## src/rtl/mfm_write_encoder.sv

```systemverilog
// MFM write encoder: accepts bytes on a valid/ready handshake, drives wr_gate and wr_data flux pulses.
// Optional feature macro MFM_CRC_EN adds crc_init/crc ports with CRC-16-CCITT over accepted bytes.
module mfm_write_encoder #(
  parameter int CELL_TICKS = 2,
  parameter int PULSE_LEN  = 4
) (
  input  logic        clk,
  input  logic        rst,
  input  logic        fdc_clk,
  input  logic        wr_en,
  input  logic [7:0]  data_in,
  input  logic        data_sync,
  input  logic        data_valid,
`ifdef MFM_CRC_EN
  input  logic        crc_init,
  output logic [15:0] crc,
`endif
  output logic        data_ready,
  output logic        wr_gate,
  output logic        wr_data,
  output logic        busy,
  output logic        underrun
);

  localparam int TW = (CELL_TICKS > 1) ? $clog2(CELL_TICKS) : 1;
  localparam int PW = (PULSE_LEN > 1) ? $clog2(PULSE_LEN) : 1;
  localparam logic [15:0]   SYNC_RAW   = 16'h4489;
  localparam logic [TW-1:0] TICK_LAST  = TW'(CELL_TICKS - 1);
  localparam logic [PW-1:0] PULSE_LAST = PW'(PULSE_LEN - 1);

  typedef enum logic {ST_IDLE = 1'b0, ST_SHIFT = 1'b1} state_t;

  function automatic logic [15:0] mfm_encode(input logic [7:0] d, input logic prev);
    logic [15:0] w;
    logic        p;
    w = 16'h0000;
    p = prev;
    for (int i = 7; i >= 0; i--) begin
      w[2*i+1] = ~(d[i] | p);
      w[2*i]   = d[i];
      p        = d[i];
    end
    return w;
  endfunction

  state_t        state_q, state_d;
  logic          fdc_q;
  logic [TW-1:0] tick_cnt_q, tick_cnt_d;
  logic [3:0]    bit_cnt_q, bit_cnt_d;
  logic [15:0]   raw_q, raw_d;
  logic          prev_q, prev_d;
  logic [7:0]    hold_q, hold_d;
  logic          hold_sync_q, hold_sync_d;
  logic          hold_empty_q, hold_empty_d;
  logic [PW-1:0] pulse_rem_q, pulse_rem_d;
  logic          wr_data_q, wr_data_d;
  logic          wr_gate_q, wr_gate_d;
  logic          busy_q, busy_d;
  logic          underrun_q, underrun_d;
  logic          tick_s, half_s, accept_s, load_s;

  // Next-state logic: cell timing, word shifting, pulse generation and holding register.
  always_comb begin
    state_d      = state_q;
    tick_cnt_d   = tick_cnt_q;
    bit_cnt_d    = bit_cnt_q;
    raw_d        = raw_q;
    prev_d       = prev_q;
    hold_d       = hold_q;
    hold_sync_d  = hold_sync_q;
    hold_empty_d = hold_empty_q;
    pulse_rem_d  = pulse_rem_q;
    wr_data_d    = 1'b0;
    wr_gate_d    = wr_gate_q;
    busy_d       = busy_q;
    underrun_d   = underrun_q;
    load_s       = 1'b0;
    tick_s       = fdc_clk & ~fdc_q;
    half_s       = tick_s && (tick_cnt_q == TICK_LAST);
    accept_s     = data_valid & hold_empty_q;

    if (half_s) begin
      tick_cnt_d = {TW{1'b0}};
    end else if (tick_s) begin
      tick_cnt_d = tick_cnt_q + TW'(1);
    end else begin
      tick_cnt_d = tick_cnt_q;
    end

    // A started pulse runs its full width regardless of FSM state.
    if (pulse_rem_q != {PW{1'b0}}) begin
      pulse_rem_d = pulse_rem_q - PW'(1);
      wr_data_d   = 1'b1;
    end else begin
      wr_data_d   = 1'b0;
    end

    case (state_q)
      ST_IDLE: begin
        if (wr_en && !hold_empty_q) begin
          load_s     = 1'b1;
          state_d    = ST_SHIFT;
          wr_gate_d  = 1'b1;
          busy_d     = 1'b1;
          tick_cnt_d = {TW{1'b0}};
          underrun_d = 1'b0;
        end else begin
          state_d    = ST_IDLE;
        end
      end
      ST_SHIFT: begin
        if (half_s) begin
          raw_d     = {raw_q[14:0], 1'b0};
          bit_cnt_d = bit_cnt_q + 4'd1;
          if (raw_q[15]) begin
            wr_data_d   = 1'b1;
            pulse_rem_d = PULSE_LAST;
          end else begin
            wr_data_d   = wr_data_d;
          end
          // Word boundary: next byte, filler word, or stop.
          if (bit_cnt_q == 4'd15) begin
            if (!hold_empty_q) begin
              load_s = 1'b1;
            end else if (wr_en) begin
              raw_d      = mfm_encode(8'h00, prev_q);
              prev_d     = 1'b0;
              underrun_d = 1'b1;
            end else begin
              state_d     = ST_IDLE;
              wr_gate_d   = 1'b0;
              busy_d      = 1'b0;
              prev_d      = 1'b0;
              hold_d      = 8'h00;
              hold_sync_d = 1'b0;
            end
          end else begin
            state_d = ST_SHIFT;
          end
        end else begin
          state_d = ST_SHIFT;
        end
      end
      default: begin
        state_d   = ST_IDLE;
        wr_gate_d = 1'b0;
        busy_d    = 1'b0;
      end
    endcase

    if (load_s) begin
      raw_d        = hold_sync_q ? SYNC_RAW : mfm_encode(hold_q, prev_q);
      prev_d       = hold_sync_q | hold_q[0];
      bit_cnt_d    = 4'd0;
      hold_empty_d = 1'b1;
    end else begin
      hold_empty_d = hold_empty_q;
    end

    // Accept after load so a same-cycle load takes the old byte and hold keeps the new one.
    if (accept_s) begin
      hold_d       = data_in;
      hold_sync_d  = data_sync;
      hold_empty_d = 1'b0;
    end else begin
      hold_d       = hold_d;
    end
  end

  // State and datapath registers.
  always_ff @(posedge clk or negedge rst) begin
    if (!rst) begin
      state_q      <= ST_IDLE;
      fdc_q        <= 1'b0;
      tick_cnt_q   <= {TW{1'b0}};
      bit_cnt_q    <= 4'd0;
      raw_q        <= 16'h0000;
      prev_q       <= 1'b0;
      hold_q       <= 8'h00;
      hold_sync_q  <= 1'b0;
      hold_empty_q <= 1'b1;
      pulse_rem_q  <= {PW{1'b0}};
      wr_data_q    <= 1'b0;
      wr_gate_q    <= 1'b0;
      busy_q       <= 1'b0;
      underrun_q   <= 1'b0;
    end else begin
      state_q      <= state_d;
      fdc_q        <= fdc_clk;
      tick_cnt_q   <= tick_cnt_d;
      bit_cnt_q    <= bit_cnt_d;
      raw_q        <= raw_d;
      prev_q       <= prev_d;
      hold_q       <= hold_d;
      hold_sync_q  <= hold_sync_d;
      hold_empty_q <= hold_empty_d;
      pulse_rem_q  <= pulse_rem_d;
      wr_data_q    <= wr_data_d;
      wr_gate_q    <= wr_gate_d;
      busy_q       <= busy_d;
      underrun_q   <= underrun_d;
    end
  end

  assign data_ready = hold_empty_q;
  assign wr_gate    = wr_gate_q;
  assign wr_data    = wr_data_q;
  assign busy       = busy_q;
  assign underrun   = underrun_q;

`ifdef MFM_CRC_EN
  function automatic logic [15:0] crc16_byte(input logic [15:0] c, input logic [7:0] d);
    logic [15:0] r;
    r = c;
    for (int i = 7; i >= 0; i--) begin
      if (r[15] ^ d[i]) begin
        r = {r[14:0], 1'b0} ^ 16'h1021;
      end else begin
        r = {r[14:0], 1'b0};
      end
    end
    return r;
  endfunction

  logic [15:0] crc_q, crc_d;

  // CRC next value; a sync mark is folded in as 0xA1.
  always_comb begin
    crc_d = crc_q;
    if (crc_init) begin
      crc_d = 16'hFFFF;
    end else if (accept_s) begin
      crc_d = crc16_byte(crc_q, data_sync ? 8'hA1 : data_in);
    end else begin
      crc_d = crc_q;
    end
  end

  // CRC register.
  always_ff @(posedge clk or negedge rst) begin
    if (!rst) begin
      crc_q <= 16'hFFFF;
    end else begin
      crc_q <= crc_d;
    end
  end

  assign crc = crc_q;
`endif

endmodule
```

## config.mk

```make
export PLATFORM = sky130hd
export DESIGN_NAME = mfm_write_encoder
export DESIGN_NICKNAME = d
export VERILOG_FILES = /design/src/rtl/mfm_write_encoder.sv
export SDC_FILE = /design/constraint.sdc
export NUM_CORES = 1
export LEC_CHECK = 0
export ABC_AREA = 1
export ABC_CLOCK_PERIOD_IN_PS = 2200
export BUFFER_PORTS_ARGS = -buffer_cell sky130_fd_sc_hd__buf_2
export CORE_UTILIZATION = 40
export CTS_BUF_LIST = sky130_fd_sc_hd__clkbuf_4
export DETAILED_ROUTE_END_ITERATION = 8
export PLACE_DENSITY_LB_ADDON = 0.3
export SYNTH_ARGS = -nofsm -noshare
export SYNTH_HDL_FRONTEND = slang
export SYNTH_SLANG_ARGS = --single-unit
```

## constraint.sdc

```tcl
create_clock -name clk -period 2.2 [get_ports clk]
set_clock_uncertainty 0.2 [all_clocks]
set_input_delay 0 -clock clk [delete_from_list [all_inputs] [get_ports clk]]
set_output_delay 0 -clock clk [all_outputs]
set_load 0.1 [all_outputs]
```

==> results.json, run 1 <==
{
  "status": "complete, but fails checks",
  "violations": "DRC",
  "grtUsageMet3": 0.05000,
  "p_clk_frac": 0.136,
  "synthTopCellsByArea": "dfrtp_1 48%, nand2_1 20%, nand3_1 12%",
  "critical_path_class": "flop to flop",
  "yosysMostFrequentCell": "nand2_1",
  "busiest_layer": "met2",
  "path_clk_slew_ps": 120,
  "r2r_cells": 7,
  "path_max_fanout": 21,
  "worst_pin_slew_ps": 863.2,
  "avgRoutedWirePerCell_um": 10.99,
  "synth-main-ff-cell": "dfrtp_1",
  "dp_hpwl_um": 2671,
  "finalMaxSlewViolations": 0,
  "period_share": 0.8561,
  "post-route-util": 0.4816,
  "via_per_inst": 4.596,
  "rows": 25,
  "die_area_sq_mm": 0.005192,
  "via_count": 1636,
  "wl_um": 3914,
  "setup.worst_path.start_class": "flop",
  "clock_sinks": 39,
  "drc": 2,
  "switching_share": 0.4526,
  "area_delta_synth_final_pct": 15.87,
  "final-setup-viol-count": 0,
  "power_density_mw_per_mm2": 1226,
  "gp_congestion": 0.8362,
  "clk_path_buf_depth": 2,
  "fp.dieH_um": 72.06,
  "r2r_slack_ps": 320,
  "gr-total-overflow": 0,
  "syn_area_sq_mm": 0.001963,
  "hold_ws_ps": 93.39,
  "arrival_ps": 1920,
  "maxCapViolCount": 0,
  "crit_path_end": "raw_q[0]",
  "met2_usage": 0.2767,
  "power_frac_comb": 0.436,
  "track_usage": 0.1810,
  "intPower_mw": 1.527,
  "yosysUniqueCellTypes": 23,
  "crit_start": "data_ready",
  "cts.repair_timing.setup_buffer_count": 0,
  "yosysTopAreaCell": "dfrtp_1",
  "synth-edff-count": 0,
  "synthArstFlopShare": 1.000,
  "syn_nets": 273,
  "syn_inst": 257,
  "slew_headroom": 0.4246,
  "post_cts_resized": 0,
  "finalNetCount": 304,
  "p_leak_nw": 1.237,
  "cts_max_level": 2,
  "cts_tree": "built",
  "use_met1": 0.2480,
  "first_pass_iters": 6,
  "min_period_ps": 1883,
  "grt_pass1_wl_um": 7141,
  "cts_root_buffer": "clkbuf_4",
  "ant_nets": 0,
  "hold_buffers": 13,
  "slowest_stage": "dfstp_2",
  "finalHoldViolations": 0,
  "hp-class": "input port to asynchronous set/reset pin",
  "yosysWarnings": 0,
  "rsz0062_at_grt": "false",
  "avgSynthCellArea_sq_um": 7.639,
  "ir_worst_vdd_uv": 662.0,
  "io_pins": 19,
  "coreArea_sq_mm": 0.004723,
  "synth-seq-cells": 39,
  "cts_buffers": 5,
  "die_x_um": 72.06,
  "timing.fmax_ghz": 0.5310,
  "switching_power_mw": 1.262,
  "synthTopCellsByCount": "106 x nand2_1, 47 x nand3_1, 38 x dfrtp_1",
  "reg2reg_from": "data_ready",
  "grt_max_degree": 40,
  "p_seq_frac": 0.427,
  "yosysTopAreaCellShare": 0.4844,
  "first_iter_violations": 134,
  "fin_tns_setup_ps": 0,
  "port_buffers": 18,
  "critPathCaptureType": "flop",
  "worstPathCellList": "inv_2, nand2_1, nand2_4, nand2_2, inv_1, o21ai_0, nand2_1",
  "initial_utilization": 0.4156,
  "diodes": 0,
  "worst_ep_required_time_ps": 2230,
  "grt_pass1_vias": 1546,
  "cpPeakStageDelay_ps": 600,
  "cp_common_cell": "nand2_1",
  "clock_latency_ps": 350,
  "synth_seq_area_share": 0.4978,
  "r2r_end": "raw_q[0]",
  "antenna_found_initial": 0,
  "power_mw": 2.789,
  "layout-drive-gt1-share": 0.1349
}
==> cells in the final DEF (no fill, tap or decap), drive strengths merged <==
master       synthesis  final
dfstp                1      1
inv                 18     18
o21bai               1      1
nor2                19     19
nand3               48     48
clkbuf               0      7
o21a                 1      1
ha                   2      2
a21oi                1      1
o21ai                4      4
xor2                 1      1
nand4                1      1
nand2              110    110
dlygate4sd3          0     13
buf                  9     20
nor3                 2      2
clkinv               1      2
dfrtp               38     38
==> flip-flops by register name, indices dropped and copies added, names as in the netlist <==
register     count
prev_q           1
pulse_rem_q      2
data_ready       1
raw_q           16
tick_cnt_q       1
hold_sync_q      1
fdc_q            1
state_q          1
busy             1
bit_cnt_q        4
underrun         1
hold_q           8
wr_data          1
==> layer usage <==
metal  wire length, um  up-vias
met3               113        5
met1              2001      727
met4                65        0
met2              1733       29
met5                 0        -
li1                  -      875
==> critical path: cells and delay by family (launching register included) <==
family / cells / cell delay, ps
AND/OR/NAND/NOR: 4 / 670
AO/OA/AOI/OAI: 1 / 120
flip-flops: 1 / 600
buffers and inverters: 2 / 180
==> logic make-up after synthesis <==
logic type	count (synthesis)	synth area share
buffers and inverters	28	0.06947
XOR/XNOR	1	0.004462
adder cells (fa/ha/maj)	2	0.01274
AO/OA/AOI/OAI	7	0.02040
AND/OR/NAND/NOR	180	0.3952
flip-flops	39	0.4978
==> final cells by class <==
| class | instances | area [sq um] |
|---|---|---|
| timing repair buffer | 33 | 235.2 |
| clock inverter | 1 | 5.005 |
| tap | 67 | 83.83 |
| clock buffer | 7 | 52.55 |
| sequential | 39 | 977.2 |
| multi-input combinational | 190 | 849.6 |
| inverter | 19 | 71.32 |
| fill | 472 | 2449 |
==> worst min-delay path by stage <==
| stage | from | to | slack, ps | cells past startpoint |
|---|---|---|---|---|
| 2_1_floorplan | rst | bit_cnt_q[0] | -500 | 0 |
| 3_3_place_gp | fdc_clk | fdc_q | -80 | 1 |
| 3_5_place_dp | fdc_clk | fdc_q | -70 | 1 |
| 4_1_cts | fdc_clk | fdc_q | 90 | 2 |
| 5_1_grt | fdc_clk | fdc_q | 80 | 2 |
| 6_report | rst | raw_q[14] | 90 | 2 |
==> through the flow <==
stage | instance area (sq um) | setup WS [ps] | cells
3_3_place_gp | 2087 | 396.1 | 335
3_5_place_dp | 2087 | 333.3 | 335
5_1_grt | 2275 | 163.0 | 356
6_report | 2275 | 316.6 | 356
2_1_floorplan | 1963 | 293.6 | 257
4_1_cts | 2275 | 314.2 | 356
==> power groups by stage <==
| stage | Sequential, mW | Clock [mW] | Combinational [mW] |
|---|---|---|---|
| after floorplan | 1.31 | 0 | 0.896 |
| after global placement | 1.20 | 0 | 1.19 |
| after detailed placement | 1.21 | 0 | 1.20 |
| after CTS | 1.19 | 0.396 | 1.23 |
| after global routing | 1.24 | 0.422 | 1.39 |
| final | 1.19 | 0.380 | 1.22 |
Note: power is estimated with default switching activity, not from simulation.
==> run 2, diff against run 1 <==
ABC_CLOCK_PERIOD_IN_PS = 2430   (was 2200)
BUFFER_PORTS_ARGS = default   (was -buffer_cell sky130_fd_sc_hd__buf_2)
DONT_BUFFER_PORTS = 1   (was default)
clock period = 2.43 ns   (was 2.2 ns; I/O delays follow)
==> run 2 against run 1 <==
Net effect:
- the flow still finishes with violations (DRC)
- final cell count is 1.4% lower
- flip-flop and latch count did not move
- non-clock buffer count fell by 5
- first-iteration DRC count fell by 19%
- sequential power decreased by 6%
- clock power is 13% higher
- register-to-register slack worse by 180 ps
- wire length increased by 7.4%
- count of clock-buffer cells in the layout shrank 2
- final area increased by 3.6%
- largest cell class unchanged
==> results.json, run 2 (same netlist as run 1, synthesis figures left out) <==
{
  "dp_hpwl_um": 2575,
  "top_regs": "raw_q: 16 flops, hold_q: 8 flops, bit_cnt_q: 4 flops",
  "mostFrequentLayoutCell": "nand2_1",
  "slowest_stage": "dfstp_2",
  "regMostFlops": "raw_q",
  "finalMaxSlewViolations": 0,
  "grt_max_degree": 39,
  "finalHoldViolations": 0,
  "final-setup-viol-count": 0,
  "area_delta_synth_final_pct": 20.08,
  "path_clk_slew_ps": 120,
  "fin_tns_setup_ps": 0,
  "drc": 2,
  "cts_max_level": 2,
  "cp.buffers_inverters": 3,
  "cp.depth": 6,
  "timing.fmax_ghz": 0.4359,
  "maxUsedRoutingLayer": "met4",
  "hold_ws_ps": 29.23,
  "port_buffers": 0,
  "layout_common_cells": "104 x nand2_1, 47 x nand3_1, 37 x dfrtp_1",
  "place_area_sq_mm": 0.002006,
  "regArea_sq_um": 978.4,
  "reg2reg_from": "data_ready",
  "cts_buffers": 5,
  "io_pins": 19,
  "grt_pass1_wl_um": 7314,
  "wl_met3_um": 125,
  "via_per_inst": 4.789,
  "violations": "DRC",
  "die_x_um": 72.06,
  "via_count": 1681,
  "clock_latency_ps": 350,
  "initial_utilization": 0.4156,
  "stdcell_area_sq_mm": 0.002357,
  "first_iter_violations": 108,
  "critPathTopFamily": "buffers and inverters",
  "worst_ep_required_time_ps": 2520,
  "status": "complete, but fails checks",
  "fp.dieH_um": 72.06,
  "gr-total-overflow": 0,
  "r2r_cells": 6,
  "ant_nets": 0,
  "post-route-worst-setup-slack_ps": 136.0,
  "finalNetCount": 299,
  "layout-drive-gt1-share": 0.09155,
  "clk_path_buf_depth": 2,
  "setup.worst_path.start_class": "flop",
  "rsz0062_at_grt": "false",
  "cts.repair_timing.setup_buffer_count": 0,
  "critPathCaptureType": "flop",
  "track_usage": 0.1848,
  "coreArea_sq_mm": 0.004723,
  "critical_path_class": "flop to flop",
  "maxCapViolCount": 0,
  "fillers": 458,
  "power_density_mw_per_mm2": 1161,
  "place_ws_ps": 411.8,
  "slew_headroom": 0.4248,
  "die_area_sq_mm": 0.005192,
  "place.detailed.instances": 318,
  "diodes": 0,
  "finalNonFillerCells": 351,
  "p_leak_nw": 1.245,
  "worst_pin_slew_ps": 863.4,
  "avgRoutedWirePerCell_um": 11.97,
  "post-route-util": 0.4991,
  "period_share": 0.9440,
  "multi_input_area_sq_um": 854.6,
  "first_pass_iters": 6,
  "rows": 25,
  "arrival_ps": 2380,
  "clock_sinks": 39,
  "crit_start": "data_ready",
  "hp-class": "input port to flop",
  "r2r_end": "hold_q[6]",
  "min_period_ps": 2294,
  "met1_length_um": 2058,
  "cpPeakStageDelay_ps": 580,
  "wl_met2_um": 1961,
  "path_max_fanout": 10,
  "cts_root_buffer": "clkbuf_4",
  "worstPathCellList": "buf_4, nand2_2, clkinv_1, nand2_1, nand2_1, dlygate4sd3_1",
  "power_mw": 2.738,
  "crit_path_end": "hold_q[6]",
  "cp_common_cell": "nand2_1",
  "grt_pass1_vias": 1549,
  "wl_um": 4203,
  "largest_reg_flops": 16,
  "gp_congestion": 0.7957,
  "antenna_found_initial": 0,
  "ir_worst_vdd_uv": 597.2,
  "r2r_slack_ps": 140,
  "cts_tree": "built"
}
[run 2: final cells by class]
type / count / area share
clock buffer: 5 / 0.01592
timing repair buffer: 28 / 0.1242
sequential: 39 / 0.4151
multi-input combinational: 190 / 0.3625
tap: 67 / 0.03556
clock inverter: 3 / 0.01645
inverter: 19 / 0.03025
[run 2: how the worst min path moves through the flow]
stage | cells past startpoint | end | slack [ps] | from
4_1_cts | 1 | fdc_q | 20 | fdc_clk
3_3_place_gp | 0 | raw_q[11] | -490 | rst
5_1_grt | 1 | fdc_q | 20 | fdc_clk
2_1_floorplan | 0 | bit_cnt_q[0] | -500 | rst
6_report | 1 | fdc_q | 30 | fdc_clk
3_5_place_dp | 0 | raw_q[11] | -490 | rst
[run 2: worst reg2reg max path, cell delays in order, from the launching register on]
cell	delay, ps
dfstp_2	580
buf_4	310
nand2_2	200
clkinv_1	220
nand2_1	100
nand2_1	70
dlygate4sd3_1	540
[run 2: power breakdown]
| part | switching [mW] | leakage, nW | internal, mW |
|---|---|---|---|
| logic | 0.760 | 0.712 | 0.429 |
| registers | 0.215 | 0.490 | 0.903 |
| clock network | 0.220 | 0.0426 | 0.212 |
| total | 1.19 | 1.25 | 1.54 |
[run 2: per-layer routing]
| layer | global-route usage | vias up |
|---|---|---|
| met5 | 0 | - |
| met4 | 0.06100 | 0 |
| met3 | 0.04306 | 6 |
| met2 | 0.2830 | 27 |
| met1 | 0.2604 | 786 |
| li1 | - | 862 |
[run 2: timing repair]
action                                  in CTS  in global routing
endpoints found under the setup margin       0                  9
hold endpoints to repair                    72                  0
gates resized for setup                      0                  2
hold buffers                                25                  0
==> run 3, diff against run 2 <==
ABC_CLOCK_PERIOD_IN_PS = 2400   (was 2430)
HOLD_SLACK_MARGIN = 0.03   (was default)
clock period = 2.4 ns   (was 2.43 ns; I/O delays follow)
==> run 3 against run 2 <==
Net effect:
- the run still ends with DRC left
- count of clock-buffer cells in the layout is 1 higher
- final cell count is 0.57% higher
- critical path type is now input port to flop
- core utilization is 0.079 points lower
- power is 5.0% lower
- largest cell class unchanged
- worst hold slack better by 260 ps
- non-clock buffer count is 2 higher
==> results.json, run 3 (same netlist as run 1, synthesis figures left out) <==
{
  "worstPathCellList": "dlygate4sd3_1, dlygate4sd3_1, inv_1, nor2_1, ha_1, nand4_1, nand2_2, nand2_2, inv_1, o21ai_0, nand2_1",
  "first_pass_iters": 8,
  "fp.dieH_um": 72.06,
  "critPathCaptureType": "flop",
  "arrival_ps": 2290,
  "avgRoutedWirePerCell_um": 12.01,
  "maxCapViolCount": 0,
  "grt_pass1_wl_um": 7438,
  "place_ws_ps": 531.1,
  "mostFrequentLayoutCell": "nand2_1",
  "largest_reg_flops": 16,
  "grt_max_degree": 39,
  "worst_ep_required_time_ps": 2430,
  "antenna_found_initial": 0,
  "slowest_stage": "dlygate4sd3_1",
  "top_regs": "raw_q: 16 flops, hold_q: 8 flops, bit_cnt_q: 4 flops",
  "p_leak_nw": 1.217,
  "status": "complete, but fails checks",
  "dp_hpwl_um": 2608,
  "diodes": 0,
  "finalHoldViolations": 0,
  "first_iter_violations": 127,
  "track_usage": 0.1879,
  "r2r_cells": 6,
  "area_delta_synth_final_pct": 19.89,
  "die_area_sq_mm": 0.005192,
  "cts_max_level": 2,
  "rsz0062_at_grt": "false",
  "die_x_um": 72.06,
  "r2r_slack_ps": 170,
  "gp_congestion": 0.7836,
  "crit_path_end": "prev_q",
  "ir_worst_vdd_uv": 559.3,
  "path_clk_slew_ps": 120,
  "via_per_inst": 4.739,
  "setup.worst_path.start_class": "input port",
  "layout-drive-gt1-share": 0.09091,
  "hp-class": "flop to flop",
  "layout_common_cells": "105 x nand2_1, 47 x nand3_1, 37 x dfrtp_1",
  "power_density_mw_per_mm2": 1105,
  "timing.fmax_ghz": 0.4435,
  "clock_latency_ps": 360,
  "cpPeakStageDelay_ps": 570,
  "regMostFlops": "raw_q",
  "coreArea_sq_mm": 0.004723,
  "rows": 25,
  "final-setup-viol-count": 0,
  "initial_utilization": 0.4156,
  "cts.repair_timing.setup_buffer_count": 0,
  "clk_path_buf_depth": 2,
  "path_max_fanout": 21,
  "cts_root_buffer": "clkbuf_4",
  "gr-total-overflow": 0,
  "period_share": 0.9394,
  "slew_headroom": 0.4214,
  "cts_buffers": 5,
  "finalNetCount": 301,
  "cts_tree": "built",
  "port_buffers": 0,
  "ant_nets": 0,
  "critical_path_class": "input port to flop",
  "io_pins": 19,
  "fillers": 480,
  "reg2reg_from": "data_ready",
  "grt_pass1_vias": 1638,
  "clock_sinks": 39,
  "drc": 2,
  "violations": "DRC",
  "post-route-worst-setup-slack_ps": 145.4,
  "via_count": 1673,
  "fin_tns_setup_ps": 0,
  "min_period_ps": 2255,
  "crit_start": "fdc_clk",
  "r2r_end": "hold_q[5]",
  "wl_um": 4238,
  "worst_pin_slew_ps": 868.5,
  "finalMaxSlewViolations": 0
}
-- run 3: stage by stage --
stage,instances,power [mW],hold WS [ps],utilization,area [sq um]
after floorplan,257,2.022,-495.6,-,1963
after global placement,319,2.169,-494.4,0.4262,2013
after detailed placement,319,2.189,-494.5,0.4262,2013
after CTS,353,2.594,291.6,0.4970,2347
after global routing,353,2.848,314.3,0.4983,2354
final,353,2.601,286.1,0.4983,2354
-- run 3: how the worst min path moves through the flow --
stage | cells after the start | to | start
2_1_floorplan | 0 | bit_cnt_q[0] | rst
4_1_cts | 1 | pulse_rem_q[0] | pulse_rem_q[0]
3_3_place_gp | 0 | raw_q[11] | rst
3_5_place_dp | 0 | raw_q[11] | rst
6_report | 1 | pulse_rem_q[0] | pulse_rem_q[0]
5_1_grt | 2 | raw_q[11] | raw_q[11]
-- run 3: worst max-delay path, delay by kind of cell --
family | cells | cell delay [ps]
AND/OR/NAND/NOR | 5 | 690
buffers and inverters | 4 | 1270
adder cells (fa/ha/maj) | 1 | 200
AO/OA/AOI/OAI | 1 | 130
-- run 3: cell type report --
type / instances / area (sq um) / area share
clock buffers: 6 / 45.04 / 0.01914
clock inverters: 2 / 8.758 / 0.003721
inverters: 19 / 71.32 / 0.03030
multi-input cells: 190 / 852.1 / 0.3620
flip-flops and latches: 39 / 978.4 / 0.4157
well taps: 67 / 83.83 / 0.03562
repair buffers: 30 / 314.1 / 0.1334
-- run 3: metal layers --
metal / track usage / wire, um / up-vias / part of all wire
li1: - / - / 873 / -
met1: 0.2398 / 1938 / 760 / 0.46
met2: 0.3134 / 2104 / 33 / 0.50
met3: 0.04583 / 136 / 7 / 0.032
met4: 0.06536 / 58 / 0 / 0.014
met5: 0 / 0 / - / 0
-- run 3: repair_timing --
action                                  4_1_cts  5_1_grt
endpoints found under the setup margin        0        9
endpoints found under the hold margin        72        0
hold buffers                                 26        0
resized for setup                             0        2
-- run 3: report_power, final --
part	total (mW)	internal [mW]	switching, mW	leakage [nW]
logic	1.14	0.376	0.763	0.694
registers	1.13	0.915	0.214	0.490
clock network	0.333	0.121	0.211	0.0331
total	2.60	1.41	1.19	1.22
